$ cat config.mk
export PLATFORM = sky130hd
export DESIGN_NAME = controlador_de_interrupcao_flat
export DESIGN_NICKNAME = d
export VERILOG_FILES = /design/src/rtl/controlador_de_interrupcao_pkg.sv /design/src/rtl/controlador_de_interrupcao_if.sv /design/src/rtl/controlador_de_interrupcao_codificador_prioridade.sv /design/src/rtl/controlador_de_interrupcao.sv /design/src/flat_wrapper.sv
export SDC_FILE = /design/constraint.sdc
export NUM_CORES = 1
export LEC_CHECK = 0
export CAP_MARGIN = 25
export CORE_UTILIZATION = 35
export CTS_CLUSTER_SIZE = 28
export DETAILED_ROUTE_END_ITERATION = 16
export PLACE_DENSITY = 0.76
export SYNTH_ARGS = -nofsm -noshare
export SYNTH_HDL_FRONTEND = slang
export SYNTH_SLANG_ARGS = --single-unit
$ cat constraint.sdc
create_clock -name clk -period 2.1 [get_ports clk]
set_input_delay 0.63 -clock clk [delete_from_list [all_inputs] [get_ports clk]]
set_output_delay 0.63 -clock clk [all_outputs]
set_load 0.005 [all_outputs]
$ cat src/rtl/controlador_de_interrupcao_pkg.sv
// ----------------------------------------------------------------------------
// interrupcao_pkg
// Shared definitions for the interrupt controller slice:
//   - estado_t         : acknowledge FSM states (IDLE / ACK / SERVICE)
//   - NUM_IRQ_DEFAULT  : default number of peripheral request lines
//   - ID_W_DEFAULT     : default width of the source index
// ----------------------------------------------------------------------------
package interrupcao_pkg;

  localparam int NUM_IRQ_DEFAULT = 8;
  localparam int ID_W_DEFAULT    = 3;

  // IDLE    : free to acknowledge a new request
  // ACK     : inta is high this cycle
  // SERVICE : handler running, waiting for reti
  typedef enum logic [1:0] {
    IDLE    = 2'd0,
    ACK     = 2'd1,
    SERVICE = 2'd2
  } estado_t;

endpackage

$ cat src/rtl/controlador_de_interrupcao_if.sv
// ----------------------------------------------------------------------------
// controlador_de_interrupcao_if
// Bundles the request/CPU-facing signals of the interrupt controller.
//   master : the environment (peripherals + CPU) driving requests, control
//            strobes and register writes; observes acknowledge and status
//   slave  : the controller itself
// Signals:
//   irq, int_enable, instr_boundary, reti, mask_we, mask_in, clr_we, clr_in
//     -> into the controller
//   inta, irq_id, in_service, pending, mask
//     -> out of the controller
// ----------------------------------------------------------------------------
interface controlador_de_interrupcao_if
  import interrupcao_pkg::*;
#(
  parameter int NUM_IRQ = NUM_IRQ_DEFAULT,
  parameter int ID_W    = ID_W_DEFAULT
) ();

  logic [NUM_IRQ-1:0] irq;
  logic               int_enable;
  logic               instr_boundary;
  logic               reti;
  logic               mask_we;
  logic [NUM_IRQ-1:0] mask_in;
  logic               clr_we;
  logic [NUM_IRQ-1:0] clr_in;

  logic               inta;
  logic [ID_W-1:0]    irq_id;
  logic               in_service;
  logic [NUM_IRQ-1:0] pending;
  logic [NUM_IRQ-1:0] mask;

  modport master (
    output irq, int_enable, instr_boundary, reti,
           mask_we, mask_in, clr_we, clr_in,
    input  inta, irq_id, in_service, pending, mask
  );

  modport slave (
    input  irq, int_enable, instr_boundary, reti,
           mask_we, mask_in, clr_we, clr_in,
    output inta, irq_id, in_service, pending, mask
  );

endinterface

$ cat src/rtl/controlador_de_interrupcao_codificador_prioridade.sv
// ----------------------------------------------------------------------------
// codificador_prioridade
// Purely combinational fixed-priority encoder; the lowest set index wins.
// Ports:
//   req   in  NUM_IRQ  candidate request vector
//   valid out 1        at least one bit of req is set
//   idx   out ID_W     index of the lowest set bit (0 when req is empty)
// ----------------------------------------------------------------------------
module codificador_prioridade
  import interrupcao_pkg::*;
#(
  parameter int NUM_IRQ = NUM_IRQ_DEFAULT,
  parameter int ID_W    = ID_W_DEFAULT
) (
  input  logic [NUM_IRQ-1:0] req,
  output logic               valid,
  output logic [ID_W-1:0]    idx
);

  // Scanning from the top down lets the lowest set bit overwrite any
  // higher one, which gives lowest-index-first priority.
  always_comb begin
    valid = |req;
    idx   = '0;
    for (int i = NUM_IRQ - 1; i >= 0; i--) begin
      if (req[i]) begin
        idx = ID_W'(i);
      end
    end
  end

endmodule

$ cat src/rtl/controlador_de_interrupcao.sv
// ----------------------------------------------------------------------------
// controlador_de_interrupcao
// Non-nesting interrupt controller. Rising edges on irq become sticky
// pending bits, filtered by a software mask; at an instruction boundary with
// interrupts enabled the lowest-index candidate is acknowledged with a
// one-cycle registered inta pulse. Further acknowledges are held off until
// the handler retires with reti.
// Ports:
//   clk    in  clock, all state changes on posedge
//   reset  in  synchronous, active-high, clears all state
//   bus    slave modport of controlador_de_interrupcao_if:
//          in : irq, int_enable, instr_boundary, reti, mask_we, mask_in,
//               clr_we, clr_in
//          out: inta, irq_id, in_service, pending, mask
// ID_W must satisfy 2**ID_W >= NUM_IRQ.
// ----------------------------------------------------------------------------
module controlador_de_interrupcao
  import interrupcao_pkg::*;
#(
  parameter int NUM_IRQ = NUM_IRQ_DEFAULT,
  parameter int ID_W    = ID_W_DEFAULT
) (
  input  logic                          clk,
  input  logic                          reset,
  controlador_de_interrupcao_if.slave   bus
);

  estado_t            state_q,      state_d;
  logic [NUM_IRQ-1:0] irq_d_q,      irq_d_d;
  logic [NUM_IRQ-1:0] pending_q,    pending_d;
  logic [NUM_IRQ-1:0] mask_q,       mask_d;
  logic [ID_W-1:0]    irq_id_q,     irq_id_d;
  logic               inta_q,       inta_d;
  logic               in_service_q, in_service_d;

  logic [NUM_IRQ-1:0] rise;
  logic [NUM_IRQ-1:0] cand;
  logic [NUM_IRQ-1:0] ack_onehot;
  logic [NUM_IRQ-1:0] clear_vec;
  logic               cand_valid;
  logic [ID_W-1:0]    cand_idx;

  // Decisions use the mask as it stands this cycle; a write lands next cycle.
  assign cand = pending_q & mask_q;

  codificador_prioridade #(
    .NUM_IRQ (NUM_IRQ),
    .ID_W    (ID_W)
  ) u_codificador (
    .req   (cand),
    .valid (cand_valid),
    .idx   (cand_idx)
  );

  // Acknowledge FSM. inta is registered, so it rises the cycle after the
  // decision and stays high for the whole ACK cycle.
  always_comb begin
    state_d      = state_q;
    inta_d       = 1'b0;
    in_service_d = in_service_q;
    irq_id_d     = irq_id_q;
    ack_onehot   = '0;
    unique case (state_q)
      IDLE: begin
        if (bus.int_enable && bus.instr_boundary && cand_valid) begin
          state_d    = ACK;
          inta_d     = 1'b1;
          irq_id_d   = cand_idx;
          ack_onehot = NUM_IRQ'(1) << cand_idx;
        end
      end
      ACK: begin
        state_d      = SERVICE;
        in_service_d = 1'b1;
      end
      SERVICE: begin
        if (bus.reti) begin
          state_d      = IDLE;
          in_service_d = 1'b0;
        end
      end
      default: begin
        state_d      = IDLE;
        in_service_d = 1'b0;
      end
    endcase
  end

  // Edge capture, pending and mask bookkeeping. A fresh edge is ORed in after
  // the clear so that a simultaneous set and clear keeps the new event.
  always_comb begin
    rise      = bus.irq & ~irq_d_q;
    irq_d_d   = bus.irq;
    clear_vec = (bus.clr_we ? bus.clr_in : '0) | ack_onehot;
    pending_d = (pending_q & ~clear_vec) | rise;
    mask_d    = bus.mask_we ? bus.mask_in : mask_q;
  end

  // State register. irq_d clearing to 0 makes a line already high at reset
  // release register as an edge.
  always_ff @(posedge clk) begin
    if (reset) begin
      state_q      <= IDLE;
      irq_d_q      <= '0;
      pending_q    <= '0;
      mask_q       <= '0;
      irq_id_q     <= '0;
      inta_q       <= 1'b0;
      in_service_q <= 1'b0;
    end else begin
      state_q      <= state_d;
      irq_d_q      <= irq_d_d;
      pending_q    <= pending_d;
      mask_q       <= mask_d;
      irq_id_q     <= irq_id_d;
      inta_q       <= inta_d;
      in_service_q <= in_service_d;
    end
  end

  assign bus.inta       = inta_q;
  assign bus.irq_id     = irq_id_q;
  assign bus.in_service = in_service_q;
  assign bus.pending    = pending_q;
  assign bus.mask       = mask_q;

endmodule
$ cat src/flat_wrapper.sv
// flat-port wrapper written by rule: the top's interface ports become plain ports
module controlador_de_interrupcao_flat import interrupcao_pkg::*;
#(
  parameter int NUM_IRQ = NUM_IRQ_DEFAULT,
  parameter int ID_W    = ID_W_DEFAULT
)
  (clk, reset, bus_irq, bus_int_enable, bus_instr_boundary, bus_reti, bus_mask_we, bus_mask_in, bus_clr_we, bus_clr_in, bus_inta, bus_irq_id, bus_in_service, bus_pending, bus_mask);
  controlador_de_interrupcao_if #(.NUM_IRQ(NUM_IRQ), .ID_W(ID_W)) bus_i ();
  input  logic clk;
  input  logic reset;
  input wire logic [$bits(bus_i.irq)-1:0] bus_irq;
  input wire logic [$bits(bus_i.int_enable)-1:0] bus_int_enable;
  input wire logic [$bits(bus_i.instr_boundary)-1:0] bus_instr_boundary;
  input wire logic [$bits(bus_i.reti)-1:0] bus_reti;
  input wire logic [$bits(bus_i.mask_we)-1:0] bus_mask_we;
  input wire logic [$bits(bus_i.mask_in)-1:0] bus_mask_in;
  input wire logic [$bits(bus_i.clr_we)-1:0] bus_clr_we;
  input wire logic [$bits(bus_i.clr_in)-1:0] bus_clr_in;
  output wire logic [$bits(bus_i.inta)-1:0] bus_inta;
  output wire logic [$bits(bus_i.irq_id)-1:0] bus_irq_id;
  output wire logic [$bits(bus_i.in_service)-1:0] bus_in_service;
  output wire logic [$bits(bus_i.pending)-1:0] bus_pending;
  output wire logic [$bits(bus_i.mask)-1:0] bus_mask;
  assign bus_i.irq = bus_irq;
  assign bus_i.int_enable = bus_int_enable;
  assign bus_i.instr_boundary = bus_instr_boundary;
  assign bus_i.reti = bus_reti;
  assign bus_i.mask_we = bus_mask_we;
  assign bus_i.mask_in = bus_mask_in;
  assign bus_i.clr_we = bus_clr_we;
  assign bus_i.clr_in = bus_clr_in;
  assign bus_inta = bus_i.inta;
  assign bus_irq_id = bus_i.irq_id;
  assign bus_in_service = bus_i.in_service;
  assign bus_pending = bus_i.pending;
  assign bus_mask = bus_i.mask;
  controlador_de_interrupcao #(.NUM_IRQ(NUM_IRQ), .ID_W(ID_W)) u_core (.clk(clk), .reset(reset), .bus(bus_i));
endmodule
==> results.md <==
* Net Count, Synth at 171
* Register area share after synthesis at 46.40%
* CTS Buf Count at 5
* Initial Utilization at 36.53%
* Cell taking the most area after synthesis: dfxtp_1
* Layout Nets at 229
* Fin. max-slew vios at 0
* VDD IR max at 0.4138 mV
* Antenna violations before repair at 0
* Final min period at 1.937 ns
* Drt first-iter violations at 34
* Congestion Overflow GR at 0
* Detail-routed via count per cell at 4.903
* CP Data Arrival Time at 1.31 ns
* Detailed Route WL at 3146 um
* Critical R2R Launch: u_core.bus.pending[2]$_SDFF_PP0_
* Total GRT Usage at 16.85%
* Critical path class: flip-flop to output pin
* Placed cell count at 239
* Hold_buf cts at 0
* TritonRoute pass-1 iters at 4
* Finished Layout Cells at 247
* Setup bufs post-CTS at 0
* CP Max Fanout at 5
* F_max at 0.5164 GHz
* Antenna-violating nets left at 0
* Die Area at 4073 um^2
* # port buffers at 51
* Pwr dens at 685.8 nW/um^2
* Die W at 63.82 um
* Antenna cells at 0
* Met3 Usage GRT at 5.536%
* H-tree level count at 2
* Finished Cell Area at 1993 um^2
* Syn. warnings at 0
* CP peak stage delay at 0.57 ns
* Synth area leaders: dfxtp_1 (46%), mux2i_1 (6.7%), nand2_1 (4.8%)
* Final hold violation count at 0
* Slew of the pin with the lowest slew margin at 0.4575 ns
* Worst Path Buf+Inv at 1
* Post-route setup slack at 0.1634 ns
* Synthesized instance count at 140
* Share of the synthesized area in the top cell type at 46.40%
* GP Congestion at 0.8640
* DP HPWL at 2463 um
* Clock Tree Root: clkbuf_8
* Setup crit start: u_core.bus.pending[2]$_SDFF_PP0_
* Worst min path class: flip-flop to flip-flop
* Leak Pwr at 0.0008635 uW
* Die Ht at 63.82 um
* Final setup viols at 0
* CTS clk-pin slew, worst paths at 0.06 ns
* Clock sink total at 31
* RSZ-0062 raised after global routing: false
* CP Launch Type: flip-flop
* Met1 usage at 21.30%
* Synthesized area per cell at 9.554 um^2
* Synthesis-to-finish area growth at 49.02%
* Pre-CTS WS at -0.1270 ns
* Max-cap viol count at 0
* Worst Skew at 0.005095 ns
* Vias at 1,211
* Std-Cell Rows at 22
* I/O pin count at 52
* Critical Path Slowest Stage Cell: clkdlybuf4s50_1
* Vias in the first global route at 1,107
* Final core occ at 54.44%
* Data required, critical path at 1.47 ns
* Wirelength per Cell at 12.74 um
* Crit-path leading delay family: buffers and inverters
* Relative slew margins at 69.41%
* Met2 Use GR at 26.99%
* First-pass GRT wire length at 5285 um
* Worst skew pair latency at 0.28 ns
* Crit path cell chain: clkdlybuf4s50_1
* Final Cycle Share at 92.22%
* Placed instance area at 1912 um^2
* Hold_sp: u_core.irq_d_q[1]$_SDFF_PP0_
* Layout cells sized above 1 at 9.045%
* Status: finished clean
* Synth cell types at 36
* Gr busiest metal: met2
* Synth Cell Area at 1338 um^2
* Core area at 3661 um^2
* Setup crit end kind: output pin
* Yosys reg bits at 31
* Largest net degree at the start of global routing at 10
* Residual DRC at 0
* Post-cts resize count at 0
* CTS tree: built
* Clock tree buffer depth at 2
final cells by class:
| cell class | count | area [um^2] |
|---|---|---|
| Timing Repair Buffer | 57 | 555.5 |
| Clock inverter | 1 | 5.005 |
| Fill cell | 354 | 1668 |
| Multi-Input combinational cell | 97 | 653.1 |
| Tap cell | 48 | 60.06 |
| Sequential cell | 31 | 620.6 |
| Clock buffer | 7 | 76.32 |
| Inverter | 6 | 22.52 |
synth_stat cells (all sizes together):
cell / number
dfxtp: 31
nand2: 17
nor2: 12
mux2i: 9
nor2b: 9
inv: 6
a21oi: 5
a22oi: 5
nand3: 4
a22o: 3
a31oi: 3
and2: 3
and3: 3
buf: 3
clkbuf: 3
o21ai: 3
a211oi: 2
a21bo: 2
a221o: 2
a41o: 2
nor4: 2
o211a: 2
a21boi: 1
and2b: 1
nand2b: 1
nand4: 1
nand4bb: 1
nor4bb: 1
o2111ai: 1
o211ai: 1
o2bb2ai: 1
placed cells by master (no fill, tap or decap), drive strengths merged:
cell type	n
nand3	4
o211a	2
o21ai	3
and2	3
clkinv	1
nor4	2
clkbuf	7
o2111ai	1
and3	3
dfxtp	31
and2b	1
nor2b	9
a41o	2
a22oi	5
nand4bb	1
a211oi	2
a21oi	5
nand2b	1
buf	6
a21boi	1
a31oi	3
clkdlybuf4s50	51
a221o	2
o2bb2ai	1
inv	6
nand2	17
nand4	1
a22o	3
a21bo	2
nor2	12
mux2i	9
nor4bb	1
o211ai	1
per-layer routing:
layer | up-vias | wire length [um]
li1 | 616 | -
met1 | 555 | 1525
met2 | 38 | 1417
met3 | 2 | 193
met4 | 0 | 10
met5 | - | 0
sequential cells by signal, indices dropped and copies added, names as in the netlist:
name and count:
u_core.bus.irq_id 3, u_core.bus.pending 8, u_core.state_q 2, u_core.bus.inta 1, u_core.bus.mask 8, u_core.irq_d_q 8, u_core.bus.in_service 1
kinds of logic (layout without fill, tap and decap cells):
kind of cell	Yosys count	after routing	share of synthesized area, %
mux	9	9	6.736
flops	31	31	46.40
simple gates	55	55	21.33
compound gates	33	33	20.77
buf+inv	12	71	4.771
stage by stage:
| step | hold slack [ns] | TNS [ns] | power (uW) |
|---|---|---|---|
| floorplan | 0.3988 | 0 | 793.4 |
| global placement | 0.4040 | -0.4041 | 939.7 |
| detailed placement | 0.4115 | -0.5771 | 944.0 |
| CTS | 0.4207 | 0 | 1386 |
| global route | 0.4558 | 0 | 1443 |
| finish | 0.4176 | 0 | 1367 |
path summary, 6_finish.rpt:
check	to	slack, ns	cells after the start
setup / recovery	bus_pending[2]	0.16	1
hold / removal	u_core.bus.pending[1]$_SDFF_PP0_	0.42	1
setup reg to reg	u_core.bus.pending[3]$_SDFF_PP0_	0.63	4
hold reg to reg	u_core.bus.pending[1]$_SDFF_PP0_	0.42	1
power by group:
part	switching, uW	internal, uW	total [uW]	leakage, uW
clock network	204	232	436	0.0000422
logic	91.6	163	255	0.000565
registers	46.9	630	676	0.000256
total	342	1020	1370	0.000864
Note: power is estimated with default switching activity, not from simulation.
